### src/rtl/axi4lite_pkg.sv
// Shared types and address decoding for the AXI4-Lite register file slave.
package axi4lite_pkg;

   typedef enum logic [1:0] {
      OKAY   = 2'b00,
      SLVERR = 2'b10
   } resp_t;

   typedef enum logic {
      WR_IDLE = 1'b0,
      WR_RESP = 1'b1
   } wr_state_t;

   typedef enum logic {
      RD_IDLE = 1'b0,
      RD_DATA = 1'b1
   } rd_state_t;

   typedef struct packed {
      logic       err;
      logic [7:0] idx;
   } dec_t;

   // Word index sits above the byte-lane bits; any set bit above the index field is an error.
   function automatic dec_t addr_decode(input logic [63:0] addr, input int ofs,
                                        input int idxw, input int num_regs);
      dec_t        d;
      logic [63:0] sh;
      sh    = addr >> ofs;
      d.idx = sh[7:0] & 8'((16'd1 << idxw) - 16'd1);
      d.err = (int'(d.idx) >= num_regs) || ((sh >> idxw) != 64'd0);
      return d;
   endfunction

endpackage

### src/rtl/axi4lite_regfile_core.sv
// Register storage with byte-strobe writes, per-register write pulses and a read mux.
module axi4lite_regfile_core
   import axi4lite_pkg::*;
#(
   parameter int DW       = 32,
   parameter int NUM_REGS = 16,
   parameter int IDXW     = 4
) (
   input  logic                   A_CLK,
   input  logic                   A_RST,
   input  logic                   wr_en,
   input  logic [IDXW-1:0]        wr_idx,
   input  logic [DW-1:0]          wr_data,
   input  logic [DW/8-1:0]        wr_strb,
   input  logic [IDXW-1:0]        rd_idx,
   output logic [DW-1:0]          rd_data,
   output logic [NUM_REGS*DW-1:0] reg_q,
   output logic [NUM_REGS-1:0]    wr_pulse
);

   localparam int SW = DW / 8;

   logic [DW-1:0] q_arr [NUM_REGS];

   genvar gi;
   generate
      for (gi = 0; gi < NUM_REGS; gi++) begin : g_reg
         logic [DW-1:0] q_reg;
         logic          p_reg;
         logic          sel;

         assign sel = wr_en && (int'(wr_idx) == gi);

         always_ff @(posedge A_CLK or posedge A_RST) begin
            if (A_RST) begin
               q_reg <= '0;
               p_reg <= 1'b0;
            end else begin
               p_reg <= sel;
               if (sel) begin
                  for (int b = 0; b < SW; b++) begin
                     if (wr_strb[b]) q_reg[b*8 +: 8] <= wr_data[b*8 +: 8];
                  end
               end
            end
         end

         assign q_arr[gi]              = q_reg;
         assign reg_q[gi*DW +: DW]     = q_reg;
         assign wr_pulse[gi]           = p_reg;
      end
   endgenerate

   always_comb begin
      rd_data = '0;
      if (int'(rd_idx) < NUM_REGS) rd_data = q_arr[rd_idx];
   end

endmodule

### src/rtl/axi4lite_regfile_slave.sv
// AXI4-Lite slave front end: independent write (AW/W in any order) and read paths over the register core.
module axi4lite_regfile_slave
   import axi4lite_pkg::*;
#(
   parameter int                  AXI_ADDR_WIDTH = 32,
   parameter int                  AXI_DATA_WIDTH = 32,
   parameter int                  NUM_REGS       = 16,
   parameter logic [NUM_REGS-1:0] RO_MASK        = '0
) (
   input  logic                               A_CLK,
   input  logic                               A_RST,
   input  logic                               AW_VALID,
   output logic                               AW_READY,
   input  logic [AXI_ADDR_WIDTH-1:0]          AW_ADDR,
   input  logic                               W_VALID,
   output logic                               W_READY,
   input  logic [AXI_DATA_WIDTH-1:0]          W_DATA,
   input  logic [AXI_DATA_WIDTH/8-1:0]        W_STRB,
   output logic                               B_VALID,
   input  logic                               B_READY,
   output logic [1:0]                         B_RESP,
   input  logic                               AR_VALID,
   output logic                               AR_READY,
   input  logic [AXI_ADDR_WIDTH-1:0]          AR_ADDR,
   output logic                               R_VALID,
   input  logic                               R_READY,
   output logic [AXI_DATA_WIDTH-1:0]          R_DATA,
   output logic [1:0]                         R_RESP,
   output logic [NUM_REGS*AXI_DATA_WIDTH-1:0] REG_Q,
   output logic [NUM_REGS-1:0]                WR_PULSE,
   input  logic [NUM_REGS*AXI_DATA_WIDTH-1:0] RO_D
);

   localparam int DW   = AXI_DATA_WIDTH;
   localparam int SW   = DW / 8;
   localparam int OFS  = $clog2(SW);
   localparam int IDXW = (NUM_REGS > 1) ? $clog2(NUM_REGS) : 1;

   logic                      rdy_en_reg;
   wr_state_t                 wr_state_reg;
   rd_state_t                 rd_state_reg;
   logic                      aw_held_reg, w_held_reg;
   logic [AXI_ADDR_WIDTH-1:0] aw_addr_reg;
   logic [DW-1:0]             w_data_reg, r_data_reg, r_data_next, core_rd_data;
   logic [SW-1:0]             w_strb_reg;
   resp_t                     b_resp_reg, r_resp_reg, r_resp_next;

   logic                      aw_hs, w_hs, ar_hs, commit, wr_reject, wr_en;
   logic [AXI_ADDR_WIDTH-1:0] wr_addr;
   logic [DW-1:0]             wr_data;
   logic [SW-1:0]             wr_strb;
   dec_t                      wr_dec, rd_dec;
   logic [IDXW-1:0]           wr_idx, rd_idx;

   // Readies stay low during reset and rise one cycle after release.
   assign AW_READY = rdy_en_reg && (wr_state_reg == WR_IDLE) && !aw_held_reg;
   assign W_READY  = rdy_en_reg && (wr_state_reg == WR_IDLE) && !w_held_reg;
   assign AR_READY = rdy_en_reg && (rd_state_reg == RD_IDLE);
   assign B_VALID  = (wr_state_reg == WR_RESP);
   assign B_RESP   = b_resp_reg;
   assign R_VALID  = (rd_state_reg == RD_DATA);
   assign R_DATA   = r_data_reg;
   assign R_RESP   = r_resp_reg;

   assign aw_hs  = AW_VALID && AW_READY;
   assign w_hs   = W_VALID && W_READY;
   assign ar_hs  = AR_VALID && AR_READY;
   assign commit = (wr_state_reg == WR_IDLE) && (aw_held_reg || aw_hs) && (w_held_reg || w_hs);

   assign wr_addr = aw_hs ? AW_ADDR : aw_addr_reg;
   assign wr_data = w_hs ? W_DATA : w_data_reg;
   assign wr_strb = w_hs ? W_STRB : w_strb_reg;

   assign wr_dec    = addr_decode(64'(wr_addr), OFS, IDXW, NUM_REGS);
   assign wr_idx    = wr_dec.idx[IDXW-1:0];
   assign wr_reject = wr_dec.err || RO_MASK[wr_idx];
   assign wr_en     = commit && !wr_reject;

   assign rd_dec = addr_decode(64'(AR_ADDR), OFS, IDXW, NUM_REGS);
   assign rd_idx = rd_dec.idx[IDXW-1:0];

   always_comb begin
      r_data_next = core_rd_data;
      r_resp_next = OKAY;
      if (rd_dec.err) begin
         r_data_next = '0;
         r_resp_next = SLVERR;
      end else if (RO_MASK[rd_idx]) begin
         r_data_next = RO_D[rd_idx*DW +: DW];
      end
   end

   always_ff @(posedge A_CLK or posedge A_RST) begin
      if (A_RST) rdy_en_reg <= 1'b0;
      else       rdy_en_reg <= 1'b1;
   end

   always_ff @(posedge A_CLK or posedge A_RST) begin
      if (A_RST) begin
         wr_state_reg <= WR_IDLE;
         aw_held_reg  <= 1'b0;
         w_held_reg   <= 1'b0;
         aw_addr_reg  <= '0;
         w_data_reg   <= '0;
         w_strb_reg   <= '0;
         b_resp_reg   <= OKAY;
      end else begin
         case (wr_state_reg)
            WR_IDLE: begin
               if (commit) begin
                  aw_held_reg  <= 1'b0;
                  w_held_reg   <= 1'b0;
                  b_resp_reg   <= wr_reject ? SLVERR : OKAY;
                  wr_state_reg <= WR_RESP;
               end else begin
                  if (aw_hs) begin
                     aw_held_reg <= 1'b1;
                     aw_addr_reg <= AW_ADDR;
                  end
                  if (w_hs) begin
                     w_held_reg <= 1'b1;
                     w_data_reg <= W_DATA;
                     w_strb_reg <= W_STRB;
                  end
               end
            end
            default: if (B_READY) wr_state_reg <= WR_IDLE;
         endcase
      end
   end

   always_ff @(posedge A_CLK or posedge A_RST) begin
      if (A_RST) begin
         rd_state_reg <= RD_IDLE;
         r_data_reg   <= '0;
         r_resp_reg   <= OKAY;
      end else begin
         case (rd_state_reg)
            RD_IDLE: begin
               if (ar_hs) begin
                  r_data_reg   <= r_data_next;
                  r_resp_reg   <= r_resp_next;
                  rd_state_reg <= RD_DATA;
               end
            end
            default: if (R_READY) rd_state_reg <= RD_IDLE;
         endcase
      end
   end

   axi4lite_regfile_core #(
      .DW       (DW),
      .NUM_REGS (NUM_REGS),
      .IDXW     (IDXW)
   ) u_core (
      .A_CLK    (A_CLK),
      .A_RST    (A_RST),
      .wr_en    (wr_en),
      .wr_idx   (wr_idx),
      .wr_data  (wr_data),
      .wr_strb  (wr_strb),
      .rd_idx   (rd_idx),
      .rd_data  (core_rd_data),
      .reg_q    (REG_Q),
      .wr_pulse (WR_PULSE)
   );

endmodule

### config.mk
export PLATFORM = sky130hd
export DESIGN_NAME = axi4lite_regfile_slave
export DESIGN_NICKNAME = d
export VERILOG_FILES = /design/src/rtl/axi4lite_pkg.sv /design/src/rtl/axi4lite_regfile_core.sv /design/src/rtl/axi4lite_regfile_slave.sv
export SDC_FILE = /design/constraint.sdc
export NUM_CORES = 1
export LEC_CHECK = 0
export CELL_PAD_IN_SITES_DETAIL_PLACEMENT = 0
export CELL_PAD_IN_SITES_GLOBAL_PLACEMENT = 2
export CORE_AREA = 3 3 456 458
export CTS_CLUSTER_DIAMETER = 150
export CTS_CLUSTER_SIZE = 10
export DETAILED_ROUTE_END_ITERATION = 6
export DIE_AREA = 0 0 459 461
export GPL_TIMING_DRIVEN = 0
export PLACE_DENSITY = 0.49
export SLEW_MARGIN = 15
export SYNTH_ARGS = -nofsm -noshare
export SYNTH_HDL_FRONTEND = slang
export SYNTH_HIERARCHICAL = 1
export SYNTH_SLANG_ARGS = --single-unit
### constraint.sdc
create_clock -name A_CLK -period 46.6 [get_ports A_CLK]
set_clock_uncertainty 0.2 [all_clocks]
set_input_delay 9.32 -clock A_CLK [delete_from_list [all_inputs] [get_ports A_CLK]]
set_output_delay 9.32 -clock A_CLK [all_outputs]
set_load 0.03 [all_outputs]
==> impl_table.tex, run 1 <==
\begin{tabular}{lr}
\hline
Metric & Value \\
\hline
\multicolumn{2}{l}{\textbf{Global routing}} \\
\quad GRT Overall Usage & 0.1579 \\
\quad Total congestion overflow after global routing & 0 \\
\quad Antenna violations before repair & 36 \\
\quad Largest net degree at the start of global routing & 101 \\
\quad First-pass GRT wire length & 221.8 mm \\
\quad Number of global-route vias before repair & 21610 \\
\multicolumn{2}{l}{\textbf{Floorplan}} \\
\quad Die extent in y & 461 um \\
\quad FP Rows & 166 \\
\quad Core area & 204400 sq um \\
\quad Initial standard-cell utilization of the core & 0.1433 \\
\quad Top-Level Pins & 1188 \\
\quad Total Die Area & 211600 sq um \\
\quad Die Span X & 459 um \\
\multicolumn{2}{l}{\textbf{Clocking}} \\
\quad Skew-Pair Late Insertion Delay & 0.70 ns \\
\quad Number of buffers between clock root and the deepest sink & 3 \\
\quad \# clock sinks & 633 \\
\quad Clock tree from TritonCTS & built \\
\quad H-tree level count & 3 \\
\quad Number of buffers inserted to repair setup after CTS & 0 \\
\quad Gates resized, CTS repair & 0 \\
\quad Buffer cell driving the clock tree root & clkbuf\_16 \\
\quad Number of hold buffers added after CTS & 0 \\
\quad Clock-pin transition on the worst setup and hold timing paths & 0.07 ns \\
\quad Clock buffer count from CTS & 75 \\
\multicolumn{2}{l}{\textbf{Routing}} \\
\quad Vias & 19930 \\
\quad Average wire length per cell after detail routing & 32.19 um \\
\quad Router iterations before antenna repair & 5 \\
\quad Remaining antenna violation count after routing & 0 \\
\quad 1st-iter DRT viols & 913 \\
\quad Number of remaining DRC errors & 0 \\
\quad Via/cell ratio & 3.774 \\
\quad Aggregate routed wire length & 169.9 mm \\
\multicolumn{2}{l}{\textbf{Logic synthesis}} \\
\quad Mean post-synth cell area & 16.09 sq um \\
\quad Fraction of synthesized area in multiplexers & 0.3419 \\
\quad Count of distinct cell types in the synthesized netlist & 52 \\
\quad Gate count of the mapped netlist & 1820 \\
\quad Area fraction in and, or, nand and nor cells after synthesis & 0.05891 \\
\quad Ys async rst share & 1.000 \\
\quad Xor and xnor fraction of the mapped netlist area & 0 \\
\quad Yosys Warn Count & 6 \\
\quad Share of the synthesized area in compound gates (AO/OA/AOI/OAI) & 0.03020 \\
\quad Number of register bits inferred by synthesis & 633 \\
\quad Number of enable-type register cells in the synthesized netlist & 0 \\
\quad Main combinational cell family by area after synthesis & multiplexers \\
\quad Most used DFF post-synth & dfrtp\_1 \\
\quad Sequential fraction of the synthesis area & 0.5409 \\
\quad Post-synthesis adder-cell area fraction & 0 \\
\quad Post-Syn Area & 29290 sq um \\
\multicolumn{2}{l}{\textbf{Placed design}} \\
\quad Worst slack at placement & 33.11 ns \\
\quad PortBufs & 667 \\
\quad Estimated wirelength of the detail-placed design & 125.9 mm \\
\quad RePlAce Congestion & 0.7361 \\
\multicolumn{2}{l}{\textbf{Critical path}} \\
\quad Slowest cell on the critical path & nor2\_2 \\
\quad Setup CP Type & primary input to register \\
\quad Family of cells with the greatest summed delay on the critical path & simple AND/OR/NAND/NOR gates \\
\quad Kind of end point of the critical path & register \\
\quad CP peak stage delay & 0.84 ns \\
\quad Type of element launching the critical path & primary input \\
\quad Highest fanout seen on the critical path & 10 \\
\quad Cell-by-cell listing of the critical path & clkdlybuf4s50\_1 > and4bb\_2 > buf\_4 > nand4\_1 > o21ai\_0 > and3\_1 > buf\_6 > buf\_12 > nand4b\_4 > nor2\_2 > mux2\_2 \\
\quad FF-to-FF setup slack & 42.44 ns \\
\quad Launching instance or port of the critical path & AW\_VALID \\
\quad Reg2reg start & aw\_addr\_reg[9]\$\_DFFE\_PP0P\_ \\
\quad Logic depth of the worst setup path including buffers & 11 \\
\quad Required time at the endpoint of the critical path & 46.97 ns \\
\quad Count of cells along the worst register-to-register path & 9 \\
\quad CP Buf/Inv Count & 4 \\
\quad Crit path DAT & 13.12 ns \\
\quad Worst reg2reg path endpoint & u\_core/g\_reg[6].q\_reg[26]\$\_DFFE\_PP0P\_ \\
\quad Worst setup path end & u\_core/g\_reg[6].q\_reg[26]\$\_DFFE\_PP0P\_ \\
\multicolumn{2}{l}{\textbf{Timing}} \\
\quad Shortest period the worst path allows & 12.75 ns \\
\quad Max Clock Freq & 0.07842 GHz \\
\quad Hold violation count in the final report & 0 \\
\quad Max-Slew Margin vs Limit & 0.2137 \\
\quad Total count of max-transition violations in the final report & 0 \\
\quad Post-route clock period utilization & 0.2736 \\
\quad Setup slack after layout & 33.85 ns \\
\quad Setup TNS & 0 ns \\
\quad Number of setup violations in the final report & 0 \\
\quad Unrepaired setup endpoints after global routing & no \\
\quad Tightest Pin Transition & 1.179 ns \\
\multicolumn{2}{l}{\textbf{Cells and area}} \\
\quad Fraction of layout cells with a size suffix above 1 & 0.3861 \\
\quad NumNets Final & 3193 \\
\quad Layout Area Growth over Synthesis & 42.16\% \\
\quad Final cell utilization of the core & 0.2037 \\
\quad Fill count & 21990 \\
\quad Largest register FFs & 512 \\
\multicolumn{2}{l}{\textbf{Power}} \\
\quad Power density over the cells & 35.36 nW/um\^{}2 \\
\quad Maximum VDD drop & 0.01983 mV \\
\quad Leakage Power & 18.33 nW \\
\multicolumn{2}{l}{\textbf{Min path}} \\
\quad Hold WC Path Type & register to register \\
\multicolumn{2}{l}{\textbf{Run}} \\
\quad Number of maximum-capacitance violations & 0 \\
\multicolumn{2}{l}{\textbf{Outcome}} \\
\quad Run status & complete, no violations \\
\hline
\end{tabular}
[stage by stage]
stage,power (mW),std cells,hold slack [ns],instance area (sq um)
floorplan,0.8049,1821,0.2602,29290
global placement,0.9393,5176,0.2692,39330
detailed placement,0.9425,5185,0.2769,39610
CTS,1.509,5273,0.2945,41620
global route,1.541,5277,0.2981,41630
finish,1.472,5279,0.2905,41630
[worst min-delay path by stage]
stage | start | end | slack, ns | cells past startpoint
2_1_floorplan | w_data_reg[25]$_DFFE_PP0P_ | w_data_reg[25]$_DFFE_PP0P_ | 0.26 | 1
3_3_place_gp | w_data_reg[28]$_DFFE_PP0P_ | w_data_reg[28]$_DFFE_PP0P_ | 0.27 | 1
3_5_place_dp | w_data_reg[26]$_DFFE_PP0P_ | w_data_reg[26]$_DFFE_PP0P_ | 0.28 | 1
4_1_cts | w_data_reg[26]$_DFFE_PP0P_ | w_data_reg[26]$_DFFE_PP0P_ | 0.29 | 1
5_1_grt | w_data_reg[26]$_DFFE_PP0P_ | w_data_reg[26]$_DFFE_PP0P_ | 0.30 | 1
6_report | w_data_reg[28]$_DFFE_PP0P_ | w_data_reg[28]$_DFFE_PP0P_ | 0.29 | 1
[cell usage in the layout (no fill, tap or decap), drive strengths merged]
cell,count
a21oi,6
a22o,32
a22oi,64
a2bb2oi,2
a32oi,1
and2,1
and2b,1
and3,1
and4bb,4
buf,79
clkbuf,138
clkdlybuf4s50,667
clkinv,6
clkinvlp,1
conb,3
dfrtp,633
diode,6
inv,11
mux2,618
mux4,128
nand2,50
nand2b,4
nand3,8
nand3b,2
nand4,7
nand4b,8
nor2,73
nor2b,5
nor3,4
nor3b,1
nor4,13
nor4bb,1
o211ai,1
o21ai,7
or2,1
or3,1
or4,3
[layer usage]
layer  part of all wire  wire (um)  track usage  vias to the layer above
met5            0.00076        129            0                        -
met4              0.029       5000      0.04699                       20
met3              0.073      12330      0.05238                      184
met2               0.48      82100       0.2653                      681
met1               0.41      70360       0.1911                    10710
li1                   -          -            -                     8331
[Yosys cell counts, types with 4 or more instances]
library cell | number | area (sq um)
mux2_1 | 25 | 281.5
clkbuf_1 | 61 | 229.0
a22o_1 | 32 | 280.3
buf_4 | 27 | 202.7
nor2b_1 | 5 | 31.28
mux2_2 | 547 | 6160
o21ai_0 | 6 | 30.03
dfrtp_1 | 633 | 15840
nand2_1 | 36 | 135.1
nor2_8 | 26 | 520.5
nand3_1 | 4 | 20.02
a21oi_1 | 4 | 20.02
nand3_2 | 4 | 40.04
buf_6 | 15 | 168.9
a22oi_1 | 64 | 480.5
mux2_4 | 46 | 690.7
buf_2 | 22 | 110.1
nor3_1 | 4 | 20.02
nand4b_4 | 8 | 190.2
nand4_4 | 4 | 85.08
nand2_2 | 13 | 81.33
mux4_2 | 128 | 2883
nor2_1 | 25 | 93.84
inv_1 | 7 | 26.28
nor4_1 | 12 | 75.07
and4bb_2 | 4 | 50.05
nor2_2 | 8 | 50.05
nor2_4 | 14 | 157.7
[cell type report]
class / count / area (sq um) / share of cell area
Antenna cell: 6 / 15.01 / 0.0003606
Buffer: 131 / 814.5 / 0.01956
Clock buffer: 77 / 1906 / 0.04577
Clock inverter: 11 / 102.6 / 0.002464
Inverter: 7 / 41.29 / 0.0009917
Multi-Input combinational cell: 1050 / 12640 / 0.3035
Sequential cell: 633 / 15840 / 0.3805
Tap cell: 2688 / 3363 / 0.08078
Timing Repair Buffer: 676 / 6917 / 0.1661
[cell families (layout without fill, tap and decap cells)]
family / after synthesis / in the layout
other: 2 / 9
DFF: 633 / 633
buffers and inverters: 138 / 902
muxes: 746 / 746
and+or+nand+nor: 188 / 188
AOI/OAI and AO/OA: 113 / 113
[power by group]
part           switching, mW  internal (mW)
combinational          0.222          0.104
clock                  0.258          0.290
sequential            0.0176          0.581
No activity file was read; power rests on OpenSTA's default activity.
==> run 2: changes to the inputs <==
--- a/config.mk
+++ b/config.mk
@@ -13,7 +13,7 @@
 export DETAILED_ROUTE_END_ITERATION = 6
 export DIE_AREA = 0 0 459 461
 export GPL_TIMING_DRIVEN = 0
-export PLACE_DENSITY = 0.49
+export PLACE_DENSITY = 0.51
 export SLEW_MARGIN = 15
 export SYNTH_ARGS = -nofsm -noshare
 export SYNTH_HDL_FRONTEND = slang
==> constraint.sdc (replaced) <==
create_clock -name A_CLK -period 10.28 [get_ports A_CLK]
set_clock_uncertainty 0.2 [all_clocks]
set_input_delay 2.056 -clock A_CLK [delete_from_list [all_inputs] [get_ports A_CLK]]
set_output_delay 2.056 -clock A_CLK [all_outputs]
set_load 0.03 [all_outputs]
==> impl_table.tex, run 2 (synthesis gave the netlist of run 1 again) <==
\begin{tabular}{lr}
\hline
Metric & Value \\
\hline
\multicolumn{2}{l}{\textbf{Global routing}} \\
\quad Largest net degree at the start of global routing & 56 (was 101) \\
\quad GRT Overall Usage & 0.1582 (was 0.1579) \\
\quad First-pass GRT wire length & 221.6 mm (was 221.8 mm) \\
\quad Antenna violations before repair & 30 (was 36) \\
\quad Total congestion overflow after global routing & 0 (unchanged) \\
\quad Number of global-route vias before repair & 21680 (was 21610) \\
\multicolumn{2}{l}{\textbf{Clocking}} \\
\quad Clock buffer count from CTS & 76 (was 75) \\
\quad Number of buffers between clock root and the deepest sink & 3 (unchanged) \\
\quad \# clock sinks & 633 (unchanged) \\
\quad Number of buffers inserted to repair setup after CTS & 0 (unchanged) \\
\quad H-tree level count & 3 (unchanged) \\
\quad Clock tree from TritonCTS & built (unchanged) \\
\quad Skew-Pair Late Insertion Delay & 0.70 ns (about the same) \\
\quad Number of hold buffers added after CTS & 0 (unchanged) \\
\quad Gates resized, CTS repair & 0 (unchanged) \\
\quad Clock-pin transition on the worst setup and hold timing paths & 0.06 ns (was 0.07 ns) \\
\quad Buffer cell driving the clock tree root & clkbuf\_16 (unchanged) \\
\multicolumn{2}{l}{\textbf{Floorplan}} \\
\quad Die Span X & 459 um (unchanged) \\
\quad FP Rows & 166 (unchanged) \\
\quad Total Die Area & 211600 sq um (unchanged) \\
\quad Die extent in y & 461 um (unchanged) \\
\quad Top-Level Pins & 1188 (unchanged) \\
\quad Initial standard-cell utilization of the core & 0.1433 (unchanged) \\
\quad Core area & 204400 sq um (unchanged) \\
\multicolumn{2}{l}{\textbf{Min path}} \\
\quad Hold WC Path Type & register to register (unchanged) \\
\quad Worst Min Path Start & w\_data\_reg[27]\$\_DFFE\_PP0P\_ (was w\_data\_reg[28]\$\_DFFE\_PP0P\_) \\
\quad Worst Hold Depth & 1 (unchanged) \\
\quad End point of the most critical hold path & w\_data\_reg[27]\$\_DFFE\_PP0P\_ (was w\_data\_reg[28]\$\_DFFE\_PP0P\_) \\
\multicolumn{2}{l}{\textbf{Critical path}} \\
\quad Crit path DAT & 5.84 ns (was 13.12 ns) \\
\quad Highest fanout seen on the critical path & 10 (unchanged) \\
\quad CP peak stage delay & 0.81 ns (was 0.84 ns) \\
\quad FF-to-FF setup slack & 6.17 ns (was 42.44 ns) \\
\quad Required time at the endpoint of the critical path & 10.67 ns (was 46.97 ns) \\
\quad Slowest cell on the critical path & nor2\_2 (unchanged) \\
\quad Cell-by-cell listing of the critical path & clkdlybuf4s50\_1 > and4bb\_2 > buf\_4 > o21ai\_0 > and3\_1 > buf\_6 > buf\_12 > nand4b\_4 > nor2\_2 > mux2\_2 (was clkdlybuf4s50\_1 > and4bb\_2 > buf\_4 > nand4\_1 > o21ai\_0 > and3\_1 > buf\_6 > buf\_12 > nand4b\_4 > nor2\_2 > mux2\_2) \\
\quad Count of cells along the worst register-to-register path & 9 (unchanged) \\
\quad Setup CP Type & primary input to register (unchanged) \\
\quad Worst reg2reg path endpoint & u\_core/g\_reg[7].q\_reg[11]\$\_DFFE\_PP0P\_ (was u\_core/g\_reg[6].q\_reg[26]\$\_DFFE\_PP0P\_) \\
\quad Type of element launching the critical path & primary input (unchanged) \\
\quad Kind of end point of the critical path & register (unchanged) \\
\quad Reg2reg start & B\_VALID\$\_DFF\_PP0\_ (was aw\_addr\_reg[9]\$\_DFFE\_PP0P\_) \\
\multicolumn{2}{l}{\textbf{Cells and area}} \\
\quad Commonest cells after routing, fill and taps aside & clkdlybuf4s50\_1 (667), dfrtp\_1 (633), mux2\_2 (547) (unchanged) \\
\quad Largest register FFs & 512 (unchanged) \\
\quad Layout Area Growth over Synthesis & 43.73\% (was 42.16\%) \\
\quad NumNets Final & 3213 (was 3193) \\
\quad Fraction of layout cells with a size suffix above 1 & 0.3890 (was 0.3861) \\
\quad Most frequent standard cell in the layout excluding fill and tap cells & clkdlybuf4s50\_1 (unchanged) \\
\quad Fin area & 42090 sq um (was 41630 sq um) \\
\multicolumn{2}{l}{\textbf{Run}} \\
\quad Number of maximum-capacitance violations & 0 (unchanged) \\
\multicolumn{2}{l}{\textbf{Placed design}} \\
\quad Estimated wirelength of the detail-placed design & 127.4 mm (was 125.9 mm) \\
\quad Worst slack at placement & 3.953 ns (was 33.11 ns) \\
\quad RePlAce Congestion & 0.7425 (was 0.7361) \\
\quad Total placed instance area & 39960 sq um (was 39610 sq um) \\
\quad PortBufs & 667 (unchanged) \\
\multicolumn{2}{l}{\textbf{Timing}} \\
\quad Tightest Pin Transition & 1.226 ns (was 1.179 ns) \\
\quad Setup slack after layout & 4.826 ns (was 33.85 ns) \\
\quad Shortest period the worst path allows & 5.454 ns \\
\quad Total count of max-transition violations in the final report & 0 (unchanged) \\
\quad Unrepaired setup endpoints after global routing & no (unchanged) \\
\quad Max-Slew Margin vs Limit & 0.1829 (was 0.2137) \\
\quad Max Clock Freq & 0.1834 GHz \\
\quad Number of setup violations in the final report & 0 (unchanged) \\
\quad Hold violation count in the final report & 0 (unchanged) \\
\quad Post-route clock period utilization & 0.5305 \\
\multicolumn{2}{l}{\textbf{Power}} \\
\quad Maximum VDD drop & 0.1101 mV (was 0.01983 mV) \\
\quad Leakage Power & 18.52 nW (was 18.33 nW) \\
\quad Post-route total power & 6.749 mW (was 1.472 mW) \\
\quad Power density over the cells & 160.3 nW/um\^{}2 (was 35.36 nW/um\^{}2) \\
\multicolumn{2}{l}{\textbf{Routing}} \\
\quad Via/cell ratio & 3.779 (was 3.774) \\
\quad Aggregate routed wire length & 170.0 mm (was 169.9 mm) \\
\quad 1st-iter DRT viols & 947 (was 913) \\
\quad Number of remaining DRC errors & 0 (unchanged) \\
\quad Remaining antenna violation count after routing & 0 (unchanged) \\
\quad Vias & 20030 (was 19930) \\
\quad Average wire length per cell after detail routing & 32.08 um (was 32.19 um) \\
\quad Router iterations before antenna repair & 4 (was 5) \\
\multicolumn{2}{l}{\textbf{Outcome}} \\
\quad Run status & complete, no violations (unchanged) \\
\hline
\end{tabular}
## run 2: where the power goes
group	internal [mW]	leakage (nW)	switching (mW)	total, mW
sequential	2.63	8.70	0.0817	2.71
clock	1.37	1.03	1.18	2.55
combinational	0.483	8.79	1.00	1.48
## run 2: metal layers
metal / vias up / share of wire / GRT usage
li1: 8383 / - / -
met1: 10710 / 0.41 / 0.1899
met2: 712 / 0.47 / 0.2584
met3: 197 / 0.085 / 0.06225
met4: 22 / 0.034 / 0.05068
met5: - / 0.00086 / 0
## run 2: cell type report
type / instances / area [sq um]
repair buffers: 695 / 7279
diodes: 4 / 10.01
fillers: 21990 / 162300
inverters: 7 / 37.54
clock inverters: 13 / 188.9
plain buffers: 131 / 807.0
well taps: 2688 / 3363
clock buffers: 78 / 1931
multi-input cells: 1050 / 12640
flip-flops and latches: 633 / 15840
## run 2: through the flow
| step | setup TNS [ns] | util | std cells | hold WS, ns |
|---|---|---|---|---|
| 2_1_floorplan | 0 | - | 1821 | 0.2602 |
| 3_3_place_gp | -2151.47 | 0.1925 | 5176 | 0.2691 |
| 3_5_place_dp | 0 | 0.1955 | 5204 | 0.2815 |
| 4_1_cts | 0 | 0.2059 | 5295 | 0.2955 |
| 5_1_grt | 0 | 0.2059 | 5297 | 0.3109 |
| 6_report | 0 | 0.2060 | 5299 | 0.2900 |
## run 2: how the worst max path moves through the flow
stage,from,to,slack (ns),cells past startpoint
2_1_floorplan,A_RST,u_core/g_reg[0].p_reg$_DFF_PP0_,0.85,1
3_3_place_gp,A_RST,u_core/g_reg[11].q_reg[8]$_DFFE_PP0P_,-4.23,2
3_5_place_dp,AW_VALID,u_core/g_reg[7].q_reg[8]$_DFFE_PP0P_,3.95,10
4_1_cts,AW_VALID,u_core/g_reg[6].q_reg[24]$_DFFE_PP0P_,4.76,10
5_1_grt,AW_VALID,u_core/g_reg[7].q_reg[15]$_DFFE_PP0P_,4.67,11
6_report,AW_VALID,u_core/g_reg[7].q_reg[11]$_DFFE_PP0P_,4.83,10
## run 2: critical path, delay by kind of cell
family	cells	cell delay, ns
mux	1	0.42
compound gates	1	0.44
simple gates	4	1.73
buf+inv	4	1.16
==> run 3: changes to the inputs <==
==> constraint.sdc (replaced) <==
create_clock -name A_CLK -period 4.5 [get_ports A_CLK]
set_clock_uncertainty 0.2 [all_clocks]
set_input_delay 0.9 -clock A_CLK [delete_from_list [all_inputs] [get_ports A_CLK]]
set_output_delay 0.9 -clock A_CLK [all_outputs]
set_load 0.03 [all_outputs]
==> results of run 3 <==
Same layout as run 2 (identical final DEF). Status: complete, no violations.
Among the figures that moved: setup slack after placement 3.953 ns -> -0.6710 ns; setup slack after layout 4.826 ns -> 0.2020 ns; register-to-register setup slack 6.17 ns -> 0.39 ns; total power 6.749 mW -> 15.42 mW; worst IR drop on VDD 0.1101 mV -> 0.2515 mV
